===== config.mk =====
export PLATFORM = sky130hd
export DESIGN_NAME = hsi_coder_fifo
export DESIGN_NICKNAME = d
export VERILOG_FILES = /design/src/rtl/hsi_coder_fifo.sv
export SDC_FILE = /design/constraint.sdc
export NUM_CORES = 1
export LEC_CHECK = 0
export BUFFER_PORTS_ARGS = -buffer_cell sky130_fd_sc_hd__buf_2
export CAP_MARGIN = 25
export CELL_PAD_IN_SITES_DETAIL_PLACEMENT = 0
export CELL_PAD_IN_SITES_GLOBAL_PLACEMENT = 2
export CORE_AREA = 2 2 83 85
export DETAILED_ROUTE_END_ITERATION = 10
export DIE_AREA = 0 0 85 87
export PLACE_DENSITY = 0.76
export SLEW_MARGIN = 20
export SYNTH_ARGS = -nofsm -noshare
export SYNTH_HDL_FRONTEND = slang
export SYNTH_SLANG_ARGS = --single-unit

===== constraint.sdc =====
create_clock -name clk -period 2.79 [get_ports clk]
set_input_delay 0.1395 -clock clk [delete_from_list [all_inputs] [get_ports clk]]
set_output_delay 0.1395 -clock clk [all_outputs]
set_load 0.01 [all_outputs]

===== src/rtl/hsi_coder_fifo.sv =====
`default_nettype none
// ============================================================================
// Module   : hsi_coder_fifo
// Brief    : HSI serial frame coder with input FIFO; start/data/parity/stop
//            framing paced by the clk_en bit-rate strobe.
// Revision : 1.0
// ============================================================================
module hsi_coder_fifo #(
    parameter int DATA_W      = 8,
    parameter int PARITY_MODE = 2,
    parameter int STOP_BITS   = 1,
    parameter int FIFO_DEPTH  = 4,
    parameter int LSB_FIRST   = 1
) (
    input  logic              clk,
    input  logic              rst,
    input  logic              clk_en,
    input  logic [DATA_W-1:0] d,
    input  logic              wr_en,
    output logic              full,
    output logic              busy,
    output logic              q,
    output logic              frame_done,
    output logic              overflow
);

    localparam int c_AW = $clog2(FIFO_DEPTH);
    localparam int c_BW = $clog2(DATA_W);
    localparam logic [c_AW:0]   c_FULL      = (c_AW+1)'(FIFO_DEPTH);
    localparam logic [c_BW-1:0] c_LAST_BIT  = c_BW'(DATA_W - 1);
    localparam logic            c_LAST_STOP = (STOP_BITS == 2);
    localparam logic            c_ODD       = (PARITY_MODE == 2);

    generate
        if (PARITY_MODE < 0 || PARITY_MODE > 2 || STOP_BITS < 1 || STOP_BITS > 2 ||
            DATA_W < 5 || DATA_W > 16 || FIFO_DEPTH < 2 ||
            (FIFO_DEPTH & (FIFO_DEPTH - 1)) != 0) begin : g_param_check
            $error("hsi_coder_fifo: illegal parameter value");
        end
    endgenerate

    typedef enum logic [1:0] {S_IDLE, S_DATA, S_PAR, S_STOP} state_t;

    state_t            r_state, w_state_next;
    logic [DATA_W-1:0] r_mem [FIFO_DEPTH];
    logic [c_AW-1:0]   r_wr_ptr, r_rd_ptr;
    logic [c_AW:0]     r_count, w_count_next;
    logic              w_push, w_pop;
    logic [DATA_W-1:0] w_head;
    logic [DATA_W-1:0] r_shift, w_shift_next;
    logic [c_BW-1:0]   r_bit_cnt, w_bit_cnt_next;
    logic              r_stop_cnt, w_stop_cnt_next;
    logic              r_par, w_par_next;
    logic              w_q_next, w_done;

    // full is the registered flag, so a write while full is dropped even if
    // the serialiser pops in the same cycle.
    assign w_push = wr_en & ~full;
    assign w_head = r_mem[r_rd_ptr];

    always_comb begin
        case ({w_push, w_pop})
            2'b10:   w_count_next = r_count + 1'b1;
            2'b01:   w_count_next = r_count - 1'b1;
            default: w_count_next = r_count;
        endcase
    end

    always_comb begin
        w_state_next    = r_state;
        w_shift_next    = r_shift;
        w_bit_cnt_next  = r_bit_cnt;
        w_stop_cnt_next = r_stop_cnt;
        w_par_next      = r_par;
        w_q_next        = q;
        w_done          = 1'b0;
        w_pop           = 1'b0;
        if (clk_en) begin
            case (r_state)
                S_IDLE: begin
                    w_q_next = 1'b1;
                    if (r_count != '0) begin
                        w_pop          = 1'b1;
                        w_shift_next   = w_head;
                        w_par_next     = (^w_head) ^ c_ODD;
                        w_q_next       = 1'b0;
                        w_bit_cnt_next = '0;
                        w_state_next   = S_DATA;
                    end
                end
                S_DATA: begin
                    if (LSB_FIRST != 0) begin
                        w_q_next     = r_shift[0];
                        w_shift_next = r_shift >> 1;
                    end else begin
                        w_q_next     = r_shift[DATA_W-1];
                        w_shift_next = r_shift << 1;
                    end
                    w_bit_cnt_next = r_bit_cnt + 1'b1;
                    if (r_bit_cnt == c_LAST_BIT) begin
                        w_bit_cnt_next  = '0;
                        w_stop_cnt_next = 1'b0;
                        w_state_next    = (PARITY_MODE != 0) ? S_PAR : S_STOP;
                    end
                end
                S_PAR: begin
                    w_q_next        = r_par;
                    w_stop_cnt_next = 1'b0;
                    w_state_next    = S_STOP;
                end
                default: begin
                    w_q_next = 1'b1;
                    if (r_stop_cnt == c_LAST_STOP) begin
                        w_done       = 1'b1;
                        w_state_next = S_IDLE;
                    end else begin
                        w_stop_cnt_next = 1'b1;
                    end
                end
            endcase
        end
    end

    always_ff @(posedge clk) begin
        if (rst) begin
            r_state    <= S_IDLE;
            r_wr_ptr   <= '0;
            r_rd_ptr   <= '0;
            r_count    <= '0;
            r_shift    <= '0;
            r_bit_cnt  <= '0;
            r_stop_cnt <= 1'b0;
            r_par      <= 1'b0;
            q          <= 1'b1;
            full       <= 1'b0;
            busy       <= 1'b0;
            frame_done <= 1'b0;
            overflow   <= 1'b0;
        end else begin
            r_state    <= w_state_next;
            r_count    <= w_count_next;
            r_shift    <= w_shift_next;
            r_bit_cnt  <= w_bit_cnt_next;
            r_stop_cnt <= w_stop_cnt_next;
            r_par      <= w_par_next;
            q          <= w_q_next;
            frame_done <= w_done;
            overflow   <= wr_en & full;
            full       <= (w_count_next == c_FULL);
            busy       <= (w_state_next != S_IDLE) || (w_count_next != '0);
            if (w_push) begin
                r_mem[r_wr_ptr] <= d;
                r_wr_ptr        <= r_wr_ptr + 1'b1;
            end
            if (w_pop) begin
                r_rd_ptr <= r_rd_ptr + 1'b1;
            end
        end
    end

endmodule
`default_nettype wire

Word level (Yosys, flattened, before mapping)
Memories as Yosys holds them, arrays and structs flattened. A register that Yosys moved wholly into a read port is not among the register bits.
Index checks and enable logic that the tools add are counted.
{"block": "word_totals", "register_bits": 27, "ramBits": 32, "in_bits": 12, "out_inout_bits": 5, "elab_cells": 69, "n_memories": 1}
{"block": "classes", "n_addsub": 5, "n_eq_ne": 8, "mux": 25, "n_bitwise": 6, "reduce_logical": 11}
{"name": "r_mem", "depth": 4, "width": 8, "rd": 1, "rd_clocked_by_memory_dff": 1, "wr": 1, "line": "45", "rtl": "logic [DATA_W-1:0] r_mem [FIFO_DEPTH];"}
{"operator": "case mux 8 bit (2 select lines)", "count": 1}
{"operator": "two-way mux 2 bit", "count": 6}
{"operator": "case mux 3 bit (2 select lines)", "count": 2}
{"operator": "two-way mux 1 bit", "count": 10}
{"operator": "AND reduction 3 bit", "count": 3}
{"operator": "two-way mux 8 bit", "count": 1}
{"operator": "parity 8 bit", "count": 1}
{"operator": "adder 3 x 1 -> 3 bit, second input constant", "count": 2}
{"operator": "== test 3 bit, second input constant", "count": 2}
{"operator": "two-way mux 3 bit", "count": 2}
{"operator": "case mux 1 bit (3 select lines)", "count": 2}
{"operator": "case mux 2 bit (3 select lines)", "count": 1}
{"operator": "nonzero test 3 bit", "count": 2}
{"operator": "OR reduction 5 bit", "count": 1}
{"operator": "adder 2 x 1 -> 2 bit, second input constant", "count": 2}
{"operator": "== test 2 x 1 -> 1 bit, second input constant", "count": 2}
{"operator": "== test 2 bit, second input constant", "count": 2}
{"operator": "inequality test 2 bit, second input constant", "count": 2}
{"operator": "inverter 1 bit", "count": 4}
{"operator": "nonzero test 2 bit", "count": 2}
{"operator": "subtractor 3 x 1 -> 3 bit, second input constant", "count": 1}
{"operator": "bitwise AND 1 bit", "count": 2}
{"operator": "logical NOT 2 bit", "count": 1}
{"operator": "logical OR 1 bit", "count": 1}

Depth between registers and ports, before layout
{"block": "logic_depth", "word_depth": 8, "ltp_mapped": 13}

Worst setup path before layout
No wires, ideal clock.
{"block": "synth_timing", "path_type": "register to register", "start": "register r_state[1]", "end": "register busy", "setup_ps": 132, "t_arrival_ps": 2255, "t_required_ps": 2658, "path_slack_ps": 403, "path_stages_with_launch": 14, "path_buffers": 0, "period_less_slack_ps": 2387, "path_cell_list": "dfxtp_1 -> inv_1 -> ha_1 -> o31a_1 -> nand2_1 -> inv_1 -> ha_1 -> inv_1 -> fa_1 -> nor2b_1 -> and2_1 -> a22oi_1 -> o22ai_1 -> a31oi_1"}
{"block": "synth_between", "elab_chain_cells": 7}
{"element": "start: declaration", "line": "44", "rtl": "state_t r_state, w_state_next;"}
{"element": "start signal: assignment", "line": "140", "rtl": "r_state <= w_state_next;"}
{"element": "logical NOT 2 bit *", "line": "79", "rtl": "case (r_state)"}
{"element": "two-way mux 1 bit *", "line": "79"}
{"element": "two-way mux 1 bit *", "line": "78", "rtl": "if (clk_en) begin"}
{"element": "net w_pop", "line": "48", "rtl": "logic w_push, w_pop;"}
{"element": "== test 2 x 1 -> 1 bit or == test 2 bit (tied branches)", "line": "62", "rtl": "case ({w_push, w_pop})"}
{"element": "case mux 3 bit (2 select lines) *", "line": "62"}
{"element": "nonzero test 3 bit *", "line": "150", "rtl": "busy <= (w_state_next != S_IDLE) || (w_count_next != '0);"}
{"element": "logical OR 1 bit *", "line": "150"}
{"element": "end signal: assignment", "line": "150"}
{"element": "end: declaration", "line": "21", "rtl": "output logic busy,"}
The timed path passes the listed nets; every way through them passes the cells marked *.
A chain may end at the register's enable or synchronous reset.

Worst setup path after layout
{"block": "layout_timing", "start": "register r_state[0]", "end": "register busy"}
Same word-level chain as after synthesis.

==> results.md <==
- Hold_buf cts: 0
- Setup crit start kind: flop
- Die width: 85 um
- DRC viols: 0
- Fin crit share: 92.7%
- DR pass1 iterations: 4
- Hold Violations, Final: 0
- Setup_tns: 0 ps
- Antenna diodes: 0
- Chip height: 87 um
- First-pass GRT wire length: 7040 um
- Area growth syn-to-layout: 14.3%
- Req. time, crit path: 2990 ps
- Fmax: 0.387 GHz
- Initial Utilization: 39.2%
- Number of global-route vias before repair: 1493
- 1st-iter DRT viols: 51
- Nets@finish: 245
- Root buf cell: clkbuf_8
- All-Layer GR Usage: 12.5%
- Htree depth: 3
- Syn_nets: 225
- Port buffer count: 16
- Pins Over Slew Limit: 0
- Vias per cell: 4.93
- Layout cells sized above 1: 17.3%
- Mapped Cells: 201
- Core Area: 0.00657 mm2
- Critical path class: reg -> reg
- Combinational group share of total power: 30.7%
- CTS tree: done
- Wire per inst: 13.9 um
- Routability congestion estimate: 0.671
- Overflow left after global routing: 0
- Fraction of registers with async set/reset: 0%
- Post-Syn Area: 0.00258 mm2
- Reg power frac: 39.9%
- Top_reg_cell synth: edfxtp_1
- Initial antenna violation count: 0
- Sequential share of the synthesized area: 59.0%
- Ports: 17
- Switching Power: 958 uW
- EDFF count, synth: 32
- Number of buffers created by CTS: 9
- Met3 wire length: 123 um
- Most used cell, CP: inv_1
- Largest area contributor in the netlist: edfxtp_1
- Post-DRT Antenna Nets: 0
- Ranking of synthesized cells by area: edfxtp_1, dfxtp_1, mux4_1
- Crit Path Max Fanout: 5
- Row count: 30
- # Max-Cap Violations: 0
- RSZ-0062 raised after global routing: no
- Slowest CP cell: fa_1
- Pre-CTS setup slack: 142 ps
- YS warnings: 0
- Worst endpoint data arrival time: 2790 ps
- Skew-Pair Late Insertion Delay: 330 ps
- #FFs+latches synth: 60
- Min-delay worst type: in -> reg
- Slew headroom: 52.8%
- Least-Margin Pin Slew: 706 ps
- Worst Setup End Kind: flop
- Peak VDD IR: 0.000382 V
- CTS sink cnt: 60
- Static Leak: 0.00108 uW
- DP HPWL: 2740 um
- CP Cell Sequence: inv_1 > ha_2 > o31a_1 > nand2_1 > inv_2 > ha_1 > inv_1 > fa_1 > nor2b_1 > and2_1 > a22oi_1 > o22ai_1 > a31oi_1
- Post-route minimum period: 2590 ps
- Final setup margin: 203 ps
- CTS clk-pin slew, worst paths: 70 ps
- Cell Int Power: 2000 uW
- Clk pwr share: 29.4%
- Max Used Layer: met4
- Result of the run: finished clean
- Final Routed Wirelength: 4250 um
- Die area: 0.00740 mm2
- # setup viols final: 0
- Vias: 1508
- Clk_skew: 6.24 ps
- Largest net degree at the start of global routing: 30
- Post-synth top area share: 37.3%
- Yosys cell types: 37
- Met2 routed WL: 1960 um
- Clock buffer depth: 2
- Synthesized area per cell: 12.8 um2
- Pwr Density: 1000 mW/mm2
- Met1 Routed Length: 2100 um
- Sw Ratio: 32.4%
- CP peak stage delay: 470 ps
-- routing by layer --
layer	GRT usage, %	vias to the layer above
met1	16.3	715
met3	3.32	10
met5	0	-
li1	-	761
met4	6.49	0
met2	19.2	22
-- power groups by stage --
stage	combinational (uW)	clock, uW	sequential [uW]
4_1_cts	917	891	1190
2_1_floorplan	791	0	1160
3_5_place_dp	911	0	1200
5_1_grt	1030	927	1200
3_3_place_gp	913	0	1200
6_report	908	871	1180
-- state kept, by name, indices dropped and copies added, names as in the netlist, named ones only --
register	flops
full	1
r_par	1
r_mem	32
q	1
busy	1
r_rd_ptr	2
r_wr_ptr	2
r_bit_cnt	3
overflow	1
frame_done	1
r_count	3
r_state	2
r_shift	8
-- final cells by class --
| class | count | area, um2 |
|---|---|---|
| Fill cell | 603 | 3620 |
| Sequential cell | 60 | 1520 |
| Multi-Input combinational cell | 123 | 980 |
| Clock buffer | 9 | 124 |
| Clock inverter | 7 | 100 |
| Tap cell | 80 | 100 |
| Timing Repair Buffer | 16 | 80.1 |
| Inverter | 11 | 41.3 |
-- cells in the mapped netlist, types with 2 or more instances --
master and n:
mux4_1 6, mux4_2 2, dfxtp_1 28, ha_1 11, xnor2_1 9, xor2_1 4
and2_1 5, edfxtp_1 32, clkbuf_1 4, nor2b_1 3, nor2_1 33, a21oi_1 13
a22oi_1 4, o21ai_0 3, mux2i_1 7, inv_1 11, nand2_1 6
-- stage by stage --
step                total power [uW]  util [%]  std cells  instance area [um2]  hold slack (ps)
detailed placement              2110      41.4        290                 2720              359
floorplan                       1950         -        201                 2580              238
global placement                2120      41.4        290                 2720              352
finish                          2960      44.9        306                 2950             22.9
global route                    3150      44.9        306                 2950             3.16
CTS                             2990      44.8        306                 2940             5.62
-- final timing paths --
path	start	endpoint	slack, ps	cells after the start
worst max-delay path	r_state[0]	busy	200	13
worst min-delay path	d[1]	r_mem[1][1]	20	1
worst max register to register	r_state[0]	busy	200	13
worst min register to register	full	overflow	470	2
-- critical path, delay by kind of cell, from the launching register on --
family | cells | cell delay (ps)
simple gates | 3 | 450
flops | 1 | 350
fa+ha+maj | 3 | 880
buf+inv | 3 | 270
compound gates | 4 | 510
-- what timing repair did --
action | CTS | global route
setup buffers | 0 | 0
gates resized for setup | 0 | 2
endpoints found under the setup margin | 0 | 1
-- cells in the final DEF (no fill, tap or decap), types with 7 or more instances in the layout --
cell type / count
a21oi_1: 13
edfxtp_1: 32
dfxtp_1: 28
xnor2_1: 9
nor2_1: 33
mux2i_1: 7
buf_2: 16
clkbuf_8: 9
ha_1: 10
inv_1: 10
-- kinds of logic (layout without fill, tap and decap cells) --
family / count (synthesis) / after routing / share of synthesized area (%)
muxes: 15 / 15 / 10.6
xor gates and xnor gates: 13 / 13 / 4.42
AOI/OAI and AO/OA: 29 / 29 / 7.38
DFF: 60 / 60 / 59.0
buffers and inverters: 18 / 43 / 3.06
adders and majority gates: 12 / 12 / 6.12
and+or+nand+nor: 54 / 54 / 9.42
Note: power is estimated with default switching activity, not from simulation.
